`src/rtl/axi4_manager_pkg.sv`:
```
// =============================================================================
// hook : shared AXI4 response/burst encodings and manager FSM states
// Revision : 1.0
// =============================================================================
`default_nettype none

package hook;

   typedef enum logic [1:0] {
      RESP_OKAY   = 2'b00,
      RESP_EXOKAY = 2'b01,
      RESP_SLVERR = 2'b10,
      RESP_DECERR = 2'b11
   } axi_resp_e;

   typedef enum logic [1:0] {
      BURST_FIXED = 2'b00,
      BURST_INCR  = 2'b01,
      BURST_WRAP  = 2'b10
   } axi_burst_e;

   typedef enum logic [2:0] {
      ST_IDLE    = 3'd0,
      ST_WR_REQ  = 3'd1,
      ST_WR_RESP = 3'd2,
      ST_RD_REQ  = 3'd3,
      ST_RD_RESP = 3'd4
   } mgr_state_e;

   // AxSIZE for a full-width beat: log2 of the byte count.
   function automatic logic [2:0] axi_size(input int data_w);
      return 3'($clog2(data_w / 8));
   endfunction

endpackage

`default_nettype wire

```
`src/rtl/axi4_manager_if.sv`:
```
// =============================================================================
// axi4_manager_if : client request/response port plus single-beat AXI4 channels
// Revision : 1.0
// =============================================================================
`default_nettype none

interface axi4_manager_if #(
   parameter int DATA_W = 32,
   parameter int ADDR_W = 32
) ();

   logic                  req_valid;
   logic                  req_ready;
   logic                  req_we;
   logic [ADDR_W-1:0]     req_addr;
   logic [DATA_W-1:0]     req_wdata;
   logic                  rsp_valid;
   logic [DATA_W-1:0]     rsp_rdata;
   logic                  rsp_err;

   logic                  AWVALID;
   logic                  AWREADY;
   logic [ADDR_W-1:0]     AWADDR;
   logic [7:0]            AWLEN;
   logic [2:0]            AWSIZE;
   logic [1:0]            AWBURST;
   logic                  WVALID;
   logic                  WREADY;
   logic [DATA_W-1:0]     WDATA;
   logic [DATA_W/8-1:0]   WSTRB;
   logic                  WLAST;
   logic                  BVALID;
   logic                  BREADY;
   logic [1:0]            BRESP;
   logic                  ARVALID;
   logic                  ARREADY;
   logic [ADDR_W-1:0]     ARADDR;
   logic [7:0]            ARLEN;
   logic [2:0]            ARSIZE;
   logic [1:0]            ARBURST;
   logic                  RVALID;
   logic                  RREADY;
   logic [DATA_W-1:0]     RDATA;
   logic [1:0]            RRESP;
   logic                  RLAST;

   modport master (
      input  req_valid, req_we, req_addr, req_wdata,
      output req_ready, rsp_valid, rsp_rdata, rsp_err,
      output AWVALID, AWADDR, AWLEN, AWSIZE, AWBURST, input AWREADY,
      output WVALID, WDATA, WSTRB, WLAST, input WREADY,
      input  BVALID, BRESP, output BREADY,
      output ARVALID, ARADDR, ARLEN, ARSIZE, ARBURST, input ARREADY,
      input  RVALID, RDATA, RRESP, RLAST, output RREADY
   );

   modport slave (
      output req_valid, req_we, req_addr, req_wdata,
      input  req_ready, rsp_valid, rsp_rdata, rsp_err,
      input  AWVALID, AWADDR, AWLEN, AWSIZE, AWBURST, output AWREADY,
      input  WVALID, WDATA, WSTRB, WLAST, output WREADY,
      output BVALID, BRESP, input BREADY,
      input  ARVALID, ARADDR, ARLEN, ARSIZE, ARBURST, output ARREADY,
      output RVALID, RDATA, RRESP, RLAST, input RREADY
   );

endinterface

`default_nettype wire

```
`src/rtl/axi4_manager_valid_slot.sv`:
```
// =============================================================================
// axi_valid_slot : registered VALID + payload held until READY, with done flag
// Revision : 1.0
// =============================================================================
`default_nettype none

module axi_valid_slot #(
   parameter int WIDTH = 32
) (
   input  wire logic             clk,
   input  wire logic             rst,
   input  wire logic             load_i,
   input  wire logic [WIDTH-1:0] data_i,
   input  wire logic             ready_i,
   output logic                  valid_o,
   output logic [WIDTH-1:0]      data_o,
   output logic                  done_o
);

   logic             valid_q;
   logic             done_q;
   logic [WIDTH-1:0] data_q;

   always_ff @(posedge clk) begin
      if (rst) begin
         valid_q <= 1'b0;
         done_q  <= 1'b0;
         data_q  <= '0;
      end else if (load_i) begin
         valid_q <= 1'b1;
         done_q  <= 1'b0;
         data_q  <= data_i;
      end else if (valid_q && ready_i) begin
         valid_q <= 1'b0;
         done_q  <= 1'b1;
      end
   end

   assign valid_o = valid_q;
   assign data_o  = data_q;
   // Includes the handshake in progress so the FSM can advance on that same edge.
   assign done_o  = done_q || (valid_q && ready_i);

endmodule

`default_nettype wire

```
`src/rtl/axi4_manager.sv`:
```
// =============================================================================
// axi4_manager : single-outstanding AXI4 manager, req/rsp port to AW/W/B/AR/R
// Revision : 1.0
// =============================================================================
`default_nettype none

module axi4_manager
   import hook::*;
#(
   parameter int DATA_W = 32,
   parameter int ADDR_W = 32
) (
   input  wire logic        ACLK,
   input  wire logic        ARESET,
   axi4_manager_if.master   bus
);

   localparam logic [2:0] C_SIZE = axi_size(DATA_W);

   mgr_state_e        state_q;
   logic              bready_q;
   logic              rready_q;
   logic              rsp_valid_q;
   logic              rsp_err_q;
   logic [DATA_W-1:0] rsp_rdata_q;

   logic w_req_ready;
   logic w_accept;
   logic w_aw_done;
   logic w_w_done;
   logic w_ar_done;
   logic w_unused;

   assign w_req_ready = (state_q == ST_IDLE) && !ARESET;
   assign w_accept    = bus.req_valid && w_req_ready;

   axi_valid_slot #(.WIDTH(ADDR_W)) u_aw_slot (
      .clk     (ACLK),
      .rst     (ARESET),
      .load_i  (w_accept && bus.req_we),
      .data_i  (bus.req_addr),
      .ready_i (bus.AWREADY),
      .valid_o (bus.AWVALID),
      .data_o  (bus.AWADDR),
      .done_o  (w_aw_done)
   );

   axi_valid_slot #(.WIDTH(DATA_W)) u_w_slot (
      .clk     (ACLK),
      .rst     (ARESET),
      .load_i  (w_accept && bus.req_we),
      .data_i  (bus.req_wdata),
      .ready_i (bus.WREADY),
      .valid_o (bus.WVALID),
      .data_o  (bus.WDATA),
      .done_o  (w_w_done)
   );

   axi_valid_slot #(.WIDTH(ADDR_W)) u_ar_slot (
      .clk     (ACLK),
      .rst     (ARESET),
      .load_i  (w_accept && !bus.req_we),
      .data_i  (bus.req_addr),
      .ready_i (bus.ARREADY),
      .valid_o (bus.ARVALID),
      .data_o  (bus.ARADDR),
      .done_o  (w_ar_done)
   );

   always_ff @(posedge ACLK) begin
      if (ARESET) begin
         state_q     <= ST_IDLE;
         bready_q    <= 1'b0;
         rready_q    <= 1'b0;
         rsp_valid_q <= 1'b0;
         rsp_err_q   <= 1'b0;
         rsp_rdata_q <= '0;
      end else begin
         rsp_valid_q <= 1'b0;
         case (state_q)
            ST_IDLE: begin
               if (w_accept) state_q <= bus.req_we ? ST_WR_REQ : ST_RD_REQ;
            end
            ST_WR_REQ: begin
               if (w_aw_done && w_w_done) begin
                  state_q  <= ST_WR_RESP;
                  bready_q <= 1'b1;
               end
            end
            ST_WR_RESP: begin
               if (bus.BVALID) begin
                  state_q     <= ST_IDLE;
                  bready_q    <= 1'b0;
                  rsp_valid_q <= 1'b1;
                  rsp_err_q   <= bus.BRESP[1];
                  rsp_rdata_q <= '0;
               end
            end
            ST_RD_REQ: begin
               if (w_ar_done) begin
                  state_q  <= ST_RD_RESP;
                  rready_q <= 1'b1;
               end
            end
            ST_RD_RESP: begin
               if (bus.RVALID) begin
                  state_q     <= ST_IDLE;
                  rready_q    <= 1'b0;
                  rsp_valid_q <= 1'b1;
                  rsp_err_q   <= bus.RRESP[1];
                  rsp_rdata_q <= bus.RDATA;
               end
            end
            default: state_q <= ST_IDLE;
         endcase
      end
   end

   assign bus.req_ready = w_req_ready;
   assign bus.rsp_valid = rsp_valid_q;
   assign bus.rsp_rdata = rsp_rdata_q;
   assign bus.rsp_err   = rsp_err_q;
   assign bus.BREADY    = bready_q;
   assign bus.RREADY    = rready_q;

   assign bus.AWLEN   = 8'd0;
   assign bus.AWSIZE  = C_SIZE;
   assign bus.AWBURST = BURST_INCR;
   assign bus.ARLEN   = 8'd0;
   assign bus.ARSIZE  = C_SIZE;
   assign bus.ARBURST = BURST_INCR;
   assign bus.WSTRB   = '1;
   assign bus.WLAST   = 1'b1;

   // Only the error bit of a response matters; RLAST is meaningless for single beats.
   assign w_unused = ^{bus.RLAST, bus.BRESP[0], bus.RRESP[0]};

endmodule

`default_nettype wire

```
`src/flat_wrapper.sv`:
```
// flat-port wrapper written by rule: the top's interface ports become plain ports
module axi4_manager_flat import hook::*;
#(
   parameter int DATA_W = 32,
   parameter int ADDR_W = 32
)
  (ACLK, ARESET, bus_req_valid, bus_req_we, bus_req_addr, bus_req_wdata, bus_req_ready, bus_rsp_valid, bus_rsp_rdata, bus_rsp_err, bus_AWVALID, bus_AWADDR, bus_AWLEN, bus_AWSIZE, bus_AWBURST, bus_AWREADY, bus_WVALID, bus_WDATA, bus_WSTRB, bus_WLAST, bus_WREADY, bus_BVALID, bus_BRESP, bus_BREADY, bus_ARVALID, bus_ARADDR, bus_ARLEN, bus_ARSIZE, bus_ARBURST, bus_ARREADY, bus_RVALID, bus_RDATA, bus_RRESP, bus_RLAST, bus_RREADY);
  axi4_manager_if #(.DATA_W(DATA_W), .ADDR_W(ADDR_W)) bus_i ();
  input  wire logic ACLK;
  input  wire logic ARESET;
  input wire logic [$bits(bus_i.req_valid)-1:0] bus_req_valid;
  input wire logic [$bits(bus_i.req_we)-1:0] bus_req_we;
  input wire logic [$bits(bus_i.req_addr)-1:0] bus_req_addr;
  input wire logic [$bits(bus_i.req_wdata)-1:0] bus_req_wdata;
  output wire logic [$bits(bus_i.req_ready)-1:0] bus_req_ready;
  output wire logic [$bits(bus_i.rsp_valid)-1:0] bus_rsp_valid;
  output wire logic [$bits(bus_i.rsp_rdata)-1:0] bus_rsp_rdata;
  output wire logic [$bits(bus_i.rsp_err)-1:0] bus_rsp_err;
  output wire logic [$bits(bus_i.AWVALID)-1:0] bus_AWVALID;
  output wire logic [$bits(bus_i.AWADDR)-1:0] bus_AWADDR;
  output wire logic [$bits(bus_i.AWLEN)-1:0] bus_AWLEN;
  output wire logic [$bits(bus_i.AWSIZE)-1:0] bus_AWSIZE;
  output wire logic [$bits(bus_i.AWBURST)-1:0] bus_AWBURST;
  input wire logic [$bits(bus_i.AWREADY)-1:0] bus_AWREADY;
  output wire logic [$bits(bus_i.WVALID)-1:0] bus_WVALID;
  output wire logic [$bits(bus_i.WDATA)-1:0] bus_WDATA;
  output wire logic [$bits(bus_i.WSTRB)-1:0] bus_WSTRB;
  output wire logic [$bits(bus_i.WLAST)-1:0] bus_WLAST;
  input wire logic [$bits(bus_i.WREADY)-1:0] bus_WREADY;
  input wire logic [$bits(bus_i.BVALID)-1:0] bus_BVALID;
  input wire logic [$bits(bus_i.BRESP)-1:0] bus_BRESP;
  output wire logic [$bits(bus_i.BREADY)-1:0] bus_BREADY;
  output wire logic [$bits(bus_i.ARVALID)-1:0] bus_ARVALID;
  output wire logic [$bits(bus_i.ARADDR)-1:0] bus_ARADDR;
  output wire logic [$bits(bus_i.ARLEN)-1:0] bus_ARLEN;
  output wire logic [$bits(bus_i.ARSIZE)-1:0] bus_ARSIZE;
  output wire logic [$bits(bus_i.ARBURST)-1:0] bus_ARBURST;
  input wire logic [$bits(bus_i.ARREADY)-1:0] bus_ARREADY;
  input wire logic [$bits(bus_i.RVALID)-1:0] bus_RVALID;
  input wire logic [$bits(bus_i.RDATA)-1:0] bus_RDATA;
  input wire logic [$bits(bus_i.RRESP)-1:0] bus_RRESP;
  input wire logic [$bits(bus_i.RLAST)-1:0] bus_RLAST;
  output wire logic [$bits(bus_i.RREADY)-1:0] bus_RREADY;
  assign bus_i.req_valid = bus_req_valid;
  assign bus_i.req_we = bus_req_we;
  assign bus_i.req_addr = bus_req_addr;
  assign bus_i.req_wdata = bus_req_wdata;
  assign bus_req_ready = bus_i.req_ready;
  assign bus_rsp_valid = bus_i.rsp_valid;
  assign bus_rsp_rdata = bus_i.rsp_rdata;
  assign bus_rsp_err = bus_i.rsp_err;
  assign bus_AWVALID = bus_i.AWVALID;
  assign bus_AWADDR = bus_i.AWADDR;
  assign bus_AWLEN = bus_i.AWLEN;
  assign bus_AWSIZE = bus_i.AWSIZE;
  assign bus_AWBURST = bus_i.AWBURST;
  assign bus_i.AWREADY = bus_AWREADY;
  assign bus_WVALID = bus_i.WVALID;
  assign bus_WDATA = bus_i.WDATA;
  assign bus_WSTRB = bus_i.WSTRB;
  assign bus_WLAST = bus_i.WLAST;
  assign bus_i.WREADY = bus_WREADY;
  assign bus_i.BVALID = bus_BVALID;
  assign bus_i.BRESP = bus_BRESP;
  assign bus_BREADY = bus_i.BREADY;
  assign bus_ARVALID = bus_i.ARVALID;
  assign bus_ARADDR = bus_i.ARADDR;
  assign bus_ARLEN = bus_i.ARLEN;
  assign bus_ARSIZE = bus_i.ARSIZE;
  assign bus_ARBURST = bus_i.ARBURST;
  assign bus_i.ARREADY = bus_ARREADY;
  assign bus_i.RVALID = bus_RVALID;
  assign bus_i.RDATA = bus_RDATA;
  assign bus_i.RRESP = bus_RRESP;
  assign bus_i.RLAST = bus_RLAST;
  assign bus_RREADY = bus_i.RREADY;
  axi4_manager #(.DATA_W(DATA_W), .ADDR_W(ADDR_W)) u_core (.ACLK(ACLK), .ARESET(ARESET), .bus(bus_i));
endmodule
```
`config.mk`:
```
export PLATFORM = sky130hd
export DESIGN_NAME = axi4_manager_flat
export DESIGN_NICKNAME = d
export VERILOG_FILES = /design/src/rtl/axi4_manager_pkg.sv /design/src/rtl/axi4_manager_if.sv /design/src/rtl/axi4_manager_valid_slot.sv /design/src/rtl/axi4_manager.sv /design/src/flat_wrapper.sv
export SDC_FILE = /design/constraint.sdc
export NUM_CORES = 1
export LEC_CHECK = 0
export BUFFER_PORTS_ARGS = -buffer_cell sky130_fd_sc_hd__buf_4
export CAP_MARGIN = 10
export CORE_MARGIN = 4
export CORE_UTILIZATION = 50
export DETAILED_ROUTE_END_ITERATION = 7
export PLACE_DENSITY = 0.94
export REMOVE_ABC_BUFFERS = 1
export SLEW_MARGIN = 20
export SYNTH_ARGS = -nofsm -noshare
export SYNTH_HDL_FRONTEND = slang
export SYNTH_SLANG_ARGS = --single-unit
export TNS_END_PERCENT = 5
```
`constraint.sdc`:
```
create_clock -name ACLK -period 4.55 [get_ports ACLK]
set_clock_uncertainty 0.2 [all_clocks]
set_input_delay 0.455 -clock ACLK [delete_from_list [all_inputs] [get_ports ACLK]]
set_output_delay 0.455 -clock ACLK [all_outputs]
set_load 0.005 [all_outputs]
```
# After elaboration in Yosys (flattened, before gate mapping)
# Cells that the tools add are included.
dict set report word_totals {
  regBits 141
  input_bits 110
}
dict set report classes {
  eq_ne 9
  mux 28
  reduce_logical 26
}
# operator count
set op_table {}
lappend op_table {{$mux 32} 2}
lappend op_table {{$pmux 32 s2} 1}
lappend op_table {{$mux 3} 5}
lappend op_table {{$pmux 3 s5} 1}
lappend op_table {{$mux 1} 14}
lappend op_table {{$reduce_bool 2->1} 6}
lappend op_table {{$reduce_and 3->1} 3}
lappend op_table {{$logic_and 1x1->1} 8}
lappend op_table {{$pmux 1 s2} 4}
lappend op_table {{$eq 3x2->1 const B} 2}
lappend op_table {{$ne 2x2->1 const B} 3}
lappend op_table {{$reduce_and 5->1} 1}
lappend op_table {{$ne 2x1->1 const B} 2}
lappend op_table {{$reduce_or 2->1} 2}
lappend op_table {{$eq 3x1->1 const B} 1}
lappend op_table {{$eq 3x3->1 const B} 1}
lappend op_table {{$logic_not 3->1} 1}
lappend op_table {{$logic_or 1x1->1} 3}
lappend op_table {{$logic_not 1->1} 2}
lappend op_table {{$mux 2} 1}

# Logic depth before layout (Yosys ltp)
# Gate-level depths: netlist (run 1).
dict set report depth {
  word_depth 5
  ltp_mapped 8
  mapped_depth_nobuf 4
}

# Modules after synthesis
# From an unflattened synthesis (run 1), not the netlist that was laid out.
dict set report unflattened {
  hier_cells 557
  area_unflattened_um2 5584.1
}
# mod n_inst cells_per_inst area_per_inst_um2 seq_area_each_um2
set modules_own_cells {}
lappend modules_own_cells {axi_valid_slot 3 111 1239.9 680.7}
lappend modules_own_cells {axi4_manager 1 224 1864.3 780.7}

# Worst setup path before layout (run 1)
# No wires, ideal clock.
dict set report synth_path {
  path_type {input-to-output}
  startpoint {input ARESET}
  endpoint {output bus_req_ready}
  arrival_ns 1.485
  t_required_ns 3.895
  slack_ns 2.410
  stages 6
  cell_sequence {clkbuf_1 or4_1 buf_6 buf_12 inv_12 buf_6}
}
dict set report synth_via {
  elab_chain_len 2
}
# element line_no
set synth_lines {}
lappend synth_lines {{start: declaration} flat_wrapper.sv:10} ;# input wire logic ARESET;
lappend synth_lines {{$logic_not 1->1} axi4_manager.sv:34} ;# assign w_req_ready = (state_q == ST_IDLE) && !ARESET;
lappend synth_lines {{$logic_and 1x1->1} axi4_manager.sv:34}
lappend synth_lines {{end: declaration} flat_wrapper.sv:15} ;# output wire logic [$bits(bus_i.req_ready)-1:0] bus_req_ready;
# Every way passes these cells.

# Final worst setup path (run 1)
dict set report layout_path {
  startpoint {register u_core.state_q[0]}
  endpoint {output bus_req_ready}
}
dict set report layout_via {
  elab_chain_len 2
}
# element line_no
set layout_lines {}
lappend layout_lines {{start: declaration} axi4_manager.sv:20} ;# mgr_state_e state_q;
lappend layout_lines {{start signal: assignment} axi4_manager.sv:82} ;# if (w_accept) state_q <= bus.req_we ? ST_WR_REQ : ST_RD_REQ;
lappend layout_lines {{$logic_not 3->1} axi4_manager.sv:34}
lappend layout_lines {{$logic_and 1x1->1} axi4_manager.sv:34}
# Every way passes these cells.

==> reports/results.ini, run 1 <==
[run_status]
status=complete, no violations

[timing]
drv_slew=0
min_period_ns=2.93
tns_ns=0
slew_headroom_pct=37.6
final.period_utilization_pct=64.5
setup_viol=0
hold_slack_ns=0.0784
rsz0062_at_grt=no
hold_viol_final=0
worst_slew_pin_slew_ns=0.934
clock.fmax_ghz=0.341

[cells_and_area]
syn2layout_area_growth_pct=38.1
drive_above_1_share_pct=32.3
antenna_cells=0
fin_nets=989
design_area_mm2=0.00786
final_util_pct=71.6

[synthesis]
ys_types=38
synthArstFlopShare_pct=0
ys_seq_area_share_pct=49.6
synth_cells=685
yosysMostFrequentCell=dfxtp_1
syn_area_mm2=0.00569
synth_top_cell_area_share_pct=49.6
synth.avg_cell_area_um2=8.31
synth_edf_count=0
ys_warn_count=0
synth_top_cell_by_area=dfxtp_1
yosys-top-cells-count=dfxtp_1, a21oi_1, nand3_1
synth_seq_cells=141
synth_top_flop_cell=dfxtp_1
ys_top_cells_by_area=dfxtp_1, a21oi_1, nand3_1

[worst_setup_path]
arrival_ns=2.28
critPathLaunch=u_core.state_q[0]
worstSetupPathType=reg2out
r2r-start=u_core.state_q[0]
crit_path_end_kind=output port
reg2reg_to=u_core.u_ar_slot.data_o[24]
worst-r2r-cell-count=4
reg2reg_slack_ns=1.90
crit_fanout=100
start_kind=flip-flop
required_ns=3.89

[drt]
dr.max_layer_used=met4
antenna_left=0
post_drt_wl_per_cell_um=17.7
dr_total_vias=5844
drc=0
met1_length_um=6410
wl_met3_um=2170
met2_length_um=9150
detail_route.vias_per_cell=5.66
dr.first_iter.drc_count=697
drtPass1Iterations=6
wirelength_um=18300

[placement]
io_buffer_count=242
routabilityCongestion=0.844
dp_hpwl_um=11700
place_area_mm2=0.00725

[clock_tree]
ctsResizeCount=0
postCtsSetupBuffers=0
clk_pin_slew_ns=0.06
cts-hold-fix-buffers=0
cts_sinks=141
cts_buffer_depth=2
cts_tree=built
clock_latency_ns=0.42
numCtsBuffers=17
h-tree-depth=4
cts_root_buf=clkbuf_16

[pwr]
intPower_uw=2290
netSwitchingPower_uw=723
peakVddDrop_mv=0.273
p_sw_share_pct=24.0
p_seq_share_pct=42.6
clkPwrFrac_pct=47.3
power_per_cell_area_mw_per_mm2=384
power_frac_comb_pct=10.1
leakage_uw=0.00322

[min_path]
hold_path.class=in2reg
whs_endpoint=u_core.bus.rsp_rdata[22]
hold_depth=3
min_from=bus_RDATA[22]

[die]
rows=38
dieArea_mm2=0.0132
io_pins=277
die_h_um=115
coreArea_mm2=0.0110
chipWidth_um=115
start_util_pct=51.8

[global_routing]
antenna_found_initial=0
grt_pass1_vias=5558
gr-total-overflow=0
grt_pass1_wl_um=27800
grt_max_degree=101
grtUsageTotal_pct=26.8

[run]
cap_violations=0

## through the flow
step	std cells	total power, µW	setup WS (ns)
2_1_floorplan	611	1420	1.23
3_3_place_gp	1000	1600	1.84
3_5_place_dp	1000	1610	1.76
4_1_cts	1032	3020	1.64
5_1_grt	1032	3110	1.57
6_report	1032	3020	1.62
## worst max-delay path, stage by stage, from the launching register on
cell and delay, ns:
dfxtp_1 0.44, or4_2 0.82, inv_12 0.37, buf_4 0.19
## final cells by class
| type | instances | area [µm²] |
|---|---|---|
| Fill cell | 807 | 3120 |
| Sequential cell | 141 | 2820 |
| Multi-Input combinational cell | 467 | 2360 |
| Timing Repair Buffer | 249 | 1870 |
| Clock buffer | 21 | 470 |
| Tap cell | 140 | 175 |
| Clock inverter | 11 | 140 |
| Inverter | 3 | 23.8 |
## logic make-up after synthesis
group | synth area share (%)
other cells | 0.132
mux | 0.176
simple gates | 16.9
compound gates | 21.8
buf+inv | 11.4
flops | 49.6
## state kept, by name (all words and copies together) (netlist names)
| name | cells |
|---|---|
| u_core.u_ar_slot.done_q | 1 |
| u_core.u_aw_slot.data_o | 32 |
| u_core.bus.BREADY | 1 |
| u_core.u_ar_slot.data_o | 32 |
| u_core.u_w_slot.done_q | 1 |
| u_core.bus.rsp_valid | 1 |
| u_core.u_aw_slot.valid_o | 1 |
| u_core.u_aw_slot.done_q | 1 |
| u_core.bus.RREADY | 1 |
| u_core.u_w_slot.valid_o | 1 |
| u_core.bus.rsp_rdata | 32 |
| u_core.state_q | 3 |
| u_core.bus.rsp_err | 1 |
| u_core.u_ar_slot.valid_o | 1 |
| u_core.u_w_slot.data_o | 32 |
## placed cells by master (no fill, tap or decap), drive strengths merged, types with 2 or more instances in the layout
| cell type | n |
|---|---|
| buf | 249 |
| dfxtp | 141 |
| a21oi | 137 |
| nand3 | 129 |
| o21ai | 96 |
| nand2 | 36 |
| conb | 31 |
| clkbuf | 21 |
| nor2 | 6 |
| nor3b | 4 |
| nand2b | 4 |
| clkinvlp | 4 |
| clkinv | 4 |
| bufinv | 3 |
| inv | 3 |
| a211oi | 2 |
| a21o | 2 |
| a31oi | 2 |
| nand4bb | 2 |
| nand3b | 2 |
| nor2b | 2 |
## how the worst max path moves through the flow
stage,end,slack [ns],cells past startpoint
after floorplan,u_core.bus.rsp_rdata[0],1.23,3
after global placement,bus_req_ready,1.84,4
after detailed placement,u_core.u_ar_slot.data_o[24],1.76,5
after CTS,bus_req_ready,1.64,3
after global routing,bus_req_ready,1.57,3
final,bus_req_ready,1.62,3
## power groups by stage
| stage | logic (µW) | registers [µW] | clock network (µW) |
|---|---|---|---|
| CTS | 298 | 1290 | 1440 |
| global route | 329 | 1290 | 1490 |
| global placement | 292 | 1310 | 0 |
| floorplan | 107 | 1310 | 0 |
| detailed placement | 296 | 1310 | 0 |
| finish | 304 | 1290 | 1430 |
## layer usage
layer,GRT usage (%),vias up
met5,0,-
met4,13.1,0
met3,10.0,49
met2,45.8,341
met1,29.2,2722
li1,-,2732
(Power assumes the default switching activity.)
==> inputs of run 2 (changes only) <==
--- a/config.mk
+++ b/config.mk
@@ -8,9 +8,9 @@
 export BUFFER_PORTS_ARGS = -buffer_cell sky130_fd_sc_hd__buf_4
 export CAP_MARGIN = 10
 export CORE_MARGIN = 4
-export CORE_UTILIZATION = 50
+export CORE_UTILIZATION = 46
 export DETAILED_ROUTE_END_ITERATION = 7
-export PLACE_DENSITY = 0.94
+export PLACE_DENSITY = 0.88
 export REMOVE_ABC_BUFFERS = 1
 export SLEW_MARGIN = 20
 export SYNTH_ARGS = -nofsm -noshare
==> constraint.sdc (replaced) <==
create_clock -name ACLK -period 3 [get_ports ACLK]
set_clock_uncertainty 0.2 [all_clocks]
set_input_delay 0.3 -clock ACLK [delete_from_list [all_inputs] [get_ports ACLK]]
set_output_delay 0.3 -clock ACLK [all_outputs]
set_load 0.005 [all_outputs]
==> run 2 against run 1 <==
Clock-buffer cell count up 3. Sequential share of layout area down 4.3 points. Critical path depth unchanged. Setup slack worse by 1.4 ns. Global-route usage up 2.5 points.
==> reports/results.ini, run 2 (same netlist as run 1, synthesis figures left out) <==
[drt]
drc=0
antenna_left=0
dr.first_iter.drc_count=873
wirelength_um=21800
post_drt_wl_per_cell_um=18.7
detail_route.vias_per_cell=5.58
dr_total_vias=6519
drtPass1Iterations=6

[cells_and_area]
fill_cells=752
mostFrequentLayoutCells=buf_4, dfxtp_1, a21oi_1, nand3_1, dlygate4sd3_1
syn2layout_area_growth_pct=57.2
final_common_cell=buf_4
drive_above_1_share_pct=29.0
final_cells=1169
fin_nets=1098

[worst_setup_path]
cpMaxStageDelayCell=or4_2
path_cells=or4_2 > inv_12 > buf_4
slowest_delay_ns=0.83
required_ns=2.50
worstSetupPathType=reg2out
path_buf_inv=2
r2r-start=u_core.state_q[0]
start_kind=flip-flop
crit_family=simple AND/OR/NAND/NOR gates
crit_path_end_kind=output port
arrival_ns=2.26
reg2reg_to=u_core.u_aw_slot.data_o[18]
reg2reg_slack_ns=0.54
crit_fanout=100
worst-r2r-cell-count=4

[run_status]
status=complete, no violations

[run]
cap_violations=0

[die]
start_util_pct=47.2
chipWidth_um=119
rows=40
die_h_um=119
coreArea_mm2=0.0121
io_pins=277
dieArea_mm2=0.0142

[min_path]
hold_depth=4
whs_endpoint=u_core.state_q[0]
hold_path.class=in2reg
min_from=bus_req_valid

[timing]
slew_headroom_pct=48.7
worst_slew_pin_slew_ns=0.767
drv_slew=0
rsz0062_at_grt=no
clock.fmax_ghz=0.362
hold_slack_ns=0.0696
hold_viol_final=0
setup_viol=0
final.period_utilization_pct=92.0
min_period_ns=2.76
tns_ns=0

[clock_tree]
cts_tree=built
cts_root_buf=clkbuf_16
clock_latency_ns=0.42
numCtsBuffers=17
cts_buffer_depth=2
cts_sinks=141
clk_pin_slew_ns=0.05
postCtsSetupBuffers=0
h-tree-depth=4

[placement]
dp_hpwl_um=11600
io_buffer_count=242
dpl.cell_count=1034
routabilityCongestion=0.767

[pwr]
peakVddDrop_mv=0.371
finalPower_uw=4590
power_per_cell_area_mw_per_mm2=513
leakage_uw=0.00367

[global_routing]
grt_pass1_vias=6473
grtUsageTotal_pct=29.3
grt_max_degree=107
antenna_found_initial=1
gr-total-overflow=0
grt_pass1_wl_um=33500

## run 2: worst max path at each step
stage,startpoint,endpoint,slack [ns],cells after the start
6_report,u_core.state_q[0],bus_req_ready,0.24,3
5_1_grt,u_core.state_q[0],bus_req_ready,0.14,3
4_1_cts,u_core.state_q[0],bus_req_ready,0.23,3
3_5_place_dp,u_core.state_q[0],u_core.u_ar_slot.data_o[2],0.64,4
3_3_place_gp,u_core.state_q[0],bus_req_ready,0.69,3
2_1_floorplan,u_core.state_q[1],u_core.bus.rsp_rdata[0],-0.26,3
## run 2: layout make-up
type                            count  area [µm²]  share of cell area, %
Clock inverter                      7        88.8                  0.993
Antenna cell                        1        2.50                 0.0280
Tap cell                          168         210                   2.35
Multi-Input combinational cell    467        2350                   26.3
Timing Repair Buffer              358        2980                   33.3
Clock buffer                       24         472                   5.27
Inverter                            3        23.8                  0.266
Sequential cell                   141        2820                   31.5
## run 2: through the flow
step | utilization [%] | worst slack (ns) | area [µm²]
2_1_floorplan | - | -0.263 | 5180
3_3_place_gp | 60.8 | 0.686 | 7340
3_5_place_dp | 60.8 | 0.642 | 7340
4_1_cts | 73.9 | 0.232 | 8920
5_1_grt | 74.2 | 0.141 | 8950
6_report | 74.2 | 0.241 | 8950
## run 2: power by group
part	switching, µW	internal, µW	total [µW]
registers	32.8	1920	1950
clock network	783	1260	2040
logic	306	290	596
## run 2: repair_timing
item	4_1_cts	5_1_grt
gates resized for setup	0	0
hold endpoints to repair	133	0
hold buffers	102	0
## run 2: tightest hold or removal path, delay by kind of cell
kind,cells,cell delay (ns)
AND/OR/NAND/NOR,2,0.11
buffers and inverters,1,0.12
AO/OA/AOI/OAI,1,0.12
## run 2: layer usage
| layer | track usage [%] | vias up | part of all wire (%) |
|---|---|---|---|
| li1 | - | 2948 | - |
| met1 | 32.6 | 3035 | 36 |
| met2 | 48.8 | 456 | 49 |
| met3 | 9.97 | 80 | 11 |
| met4 | 16.3 | 0 | 4.5 |
| met5 | 0 | - | 0 |
==> inputs of run 3 (changes only) <==
--- a/config.mk
+++ b/config.mk
@@ -11,9 +11,11 @@
 export CORE_UTILIZATION = 46
 export DETAILED_ROUTE_END_ITERATION = 7
 export PLACE_DENSITY = 0.88
+export RECOVER_POWER = 50
 export REMOVE_ABC_BUFFERS = 1
 export SLEW_MARGIN = 20
 export SYNTH_ARGS = -nofsm -noshare
 export SYNTH_HDL_FRONTEND = slang
+export SYNTH_HIERARCHICAL = 1
 export SYNTH_SLANG_ARGS = --single-unit
 export TNS_END_PERCENT = 5
==> run 3 against run 2 <==
Worst hold slack got worse by 0.046 ns. Sequential share of layout area rose by 1.2 points. Area after synthesis fell by 1.9%. Power fell by 0.25%. Maximum frequency rose by 6.4%. Sequential cell count did not move. Clock-buffer cell count fell by 4. Register-to-register slack got worse by 0.12 ns. Largest cell class is now registers.
==> reports/results.ini, run 3 <==
[die]
coreArea_mm2=0.0117
die_h_um=118
dieArea_mm2=0.0140
rows=39
start_util_pct=47.9
io_pins=277
chipWidth_um=118

[timing]
worst_slew_pin_slew_ns=1.43
drv_slew=0
final.period_utilization_pct=86.5
min_period_ns=2.59
rsz0062_at_grt=no
slew_headroom_pct=4.67
setup_viol=0
clock.fmax_ghz=0.385
hold_viol_final=0
fin_ws_ns=0.406

[clock_tree]
h-tree-depth=4
cts_sinks=141
cts_root_buf=clkbuf_16
cts_buffer_depth=2
clk_pin_slew_ns=0.06
numCtsBuffers=17
clock_latency_ns=0.41
cts_tree=built

[cells_and_area]
syn2layout_area_growth_pct=54.2
antenna_cells=0
design_area_mm2=0.00861
mostFrequentLayoutCells=dfxtp_1, buf_4, nor2_1, dlygate4sd3_1, mux2i_1
final_common_cell=dfxtp_1
fin_nets=992
drive_above_1_share_pct=27.7

[synthesis]
synth_top_family_by_area=multiplexers
ys_seq_area_share_pct=50.5
synth_seq_cells=141
synth_top_cell_area_share_pct=50.5
synth_mux_area_share_pct=17.4
synthXorXnorAreaFrac_pct=0
yosysMostFrequentCell=dfxtp_1
ys_types=31
ys_warn_count=6
ys_top_cells_by_area=dfxtp_1, mux2i_1, nor2_1
synth_top_cell_by_area=dfxtp_1
synth_top_flop_cell=dfxtp_1
synth_cells=557
synth-adder-area-share_pct=0
synth-compound-area-share_pct=5.31
synth_edf_count=0
synth.avg_cell_area_um2=10.0
synth_simple_gate_area_share_pct=15.1
syn_area_mm2=0.00558
yosys-top-cells-count=dfxtp_1, nor2_1, mux2i_1
synthArstFlopShare_pct=0

[worst_setup_path]
arrival_ns=2.61
slowest_delay_ns=1.15
start_kind=input port
crit_path_end_kind=flip-flop
crit_family=buffers and inverters
path_cells=clkbuf_1 > clkbuf_4 > clkbuf_2 > nor2_1
crit_fanout=73
path_buf_inv=3
required_ns=3.02
cpMaxStageDelayCell=clkbuf_2
worstSetupPathType=in2reg

[global_routing]
grt_max_degree=74
antenna_found_initial=0
gr-total-overflow=0
grtUsageTotal_pct=25.7
grt_pass1_vias=5567
grt_pass1_wl_um=28800

[run]
cap_violations=0

[drt]
antenna_left=0
drtPass1Iterations=5
drc=0
detail_route.vias_per_cell=5.07
wirelength_um=18400
post_drt_wl_per_cell_um=17.7
dr.first_iter.drc_count=389
dr_total_vias=5248

[placement]
dp_hpwl_um=10100
place_area_mm2=0.00721
place_ws_ns=0.536
routabilityCongestion=0.748
io_buffer_count=242

[min_path]
hold_path.class=in2reg

[pwr]
peakVddDrop_mv=0.557
leakage_uw=0.00355
power_per_cell_area_mw_per_mm2=532
finalPower_uw=4580

[run_status]
status=complete, no violations

## run 3: layer usage
| layer | GRT usage (%) | routed length, µm | up-vias |
|---|---|---|---|
| met5 | 0 | 0 | - |
| met4 | 13.8 | 725 | 0 |
| met3 | 8.45 | 1430 | 58 |
| met2 | 46.5 | 9570 | 273 |
| met1 | 26.1 | 6660 | 2443 |
| li1 | - | - | 2474 |
## run 3: area by class of cell
type | instances | area [µm²]
inverter | 6 | 22.5
clock inverter | 10 | 115
tap | 143 | 179
multi-input combinational | 364 | 2240
sequential | 141 | 2820
timing repair buffer | 352 | 2760
fill | 763 | 3050
clock buffer | 20 | 467
## run 3: cells by family after synthesis
| logic type | after synthesis |
|---|---|
| AND/OR/NAND/NOR | 187 |
| flip-flops | 141 |
| multiplexers | 97 |
| buffers and inverters | 81 |
| AO/OA/AOI/OAI | 49 |
| other | 2 |
## run 3: report_power, final
| part | switching [µW] | leakage (µW) | internal [µW] | total, µW |
|---|---|---|---|---|
| Clock | 793 | 0.000280 | 1280 | 2070 |
| Sequential | 37.6 | 0.00114 | 1920 | 1960 |
| Combinational | 248 | 0.00213 | 297 | 545 |
| Total | 1080 | 0.00355 | 3500 | 4580 |
## run 3: tightest hold or removal path, cell delays in order
cell and delay, ns:
buf_4 0.11, nand4_1 0.10, a21oi_1 0.08
## run 3: path summary, 6_finish.rpt
path              slack [ns]  depth (start not counted)                          to                    start
setup / recovery        0.41                          4  u_core/u_w_slot/data_o[13]                   ARESET
setup reg to reg        0.42                          5  u_core/u_w_slot/data_o[13]        u_core/state_q[1]
hold reg to reg         0.25                          2     u_core/bus.rsp_rdata[1]  u_core/bus.rsp_rdata[1]
hold / removal          0.02                          3     u_core/bus.rsp_rdata[3]             bus_RDATA[3]
## run 3: through the flow
step	TNS, ns	hold slack (ns)	instances	util, %
finish	0	0.0235	1036	73.8
global route	0	0.0123	1036	73.8
CTS	0	0.00260	1036	75.2
detailed placement	0	0.244	908	61.8
global placement	0	0.239	908	61.8
floorplan	-92.53	0.166	511	-
## run 3: what timing repair did
action / in CTS / in global routing
setup buffers: 0 / 0
resized for setup: 0 / 0
hold buffers: 98 / 0
endpoints found under the hold margin: 130 / 0
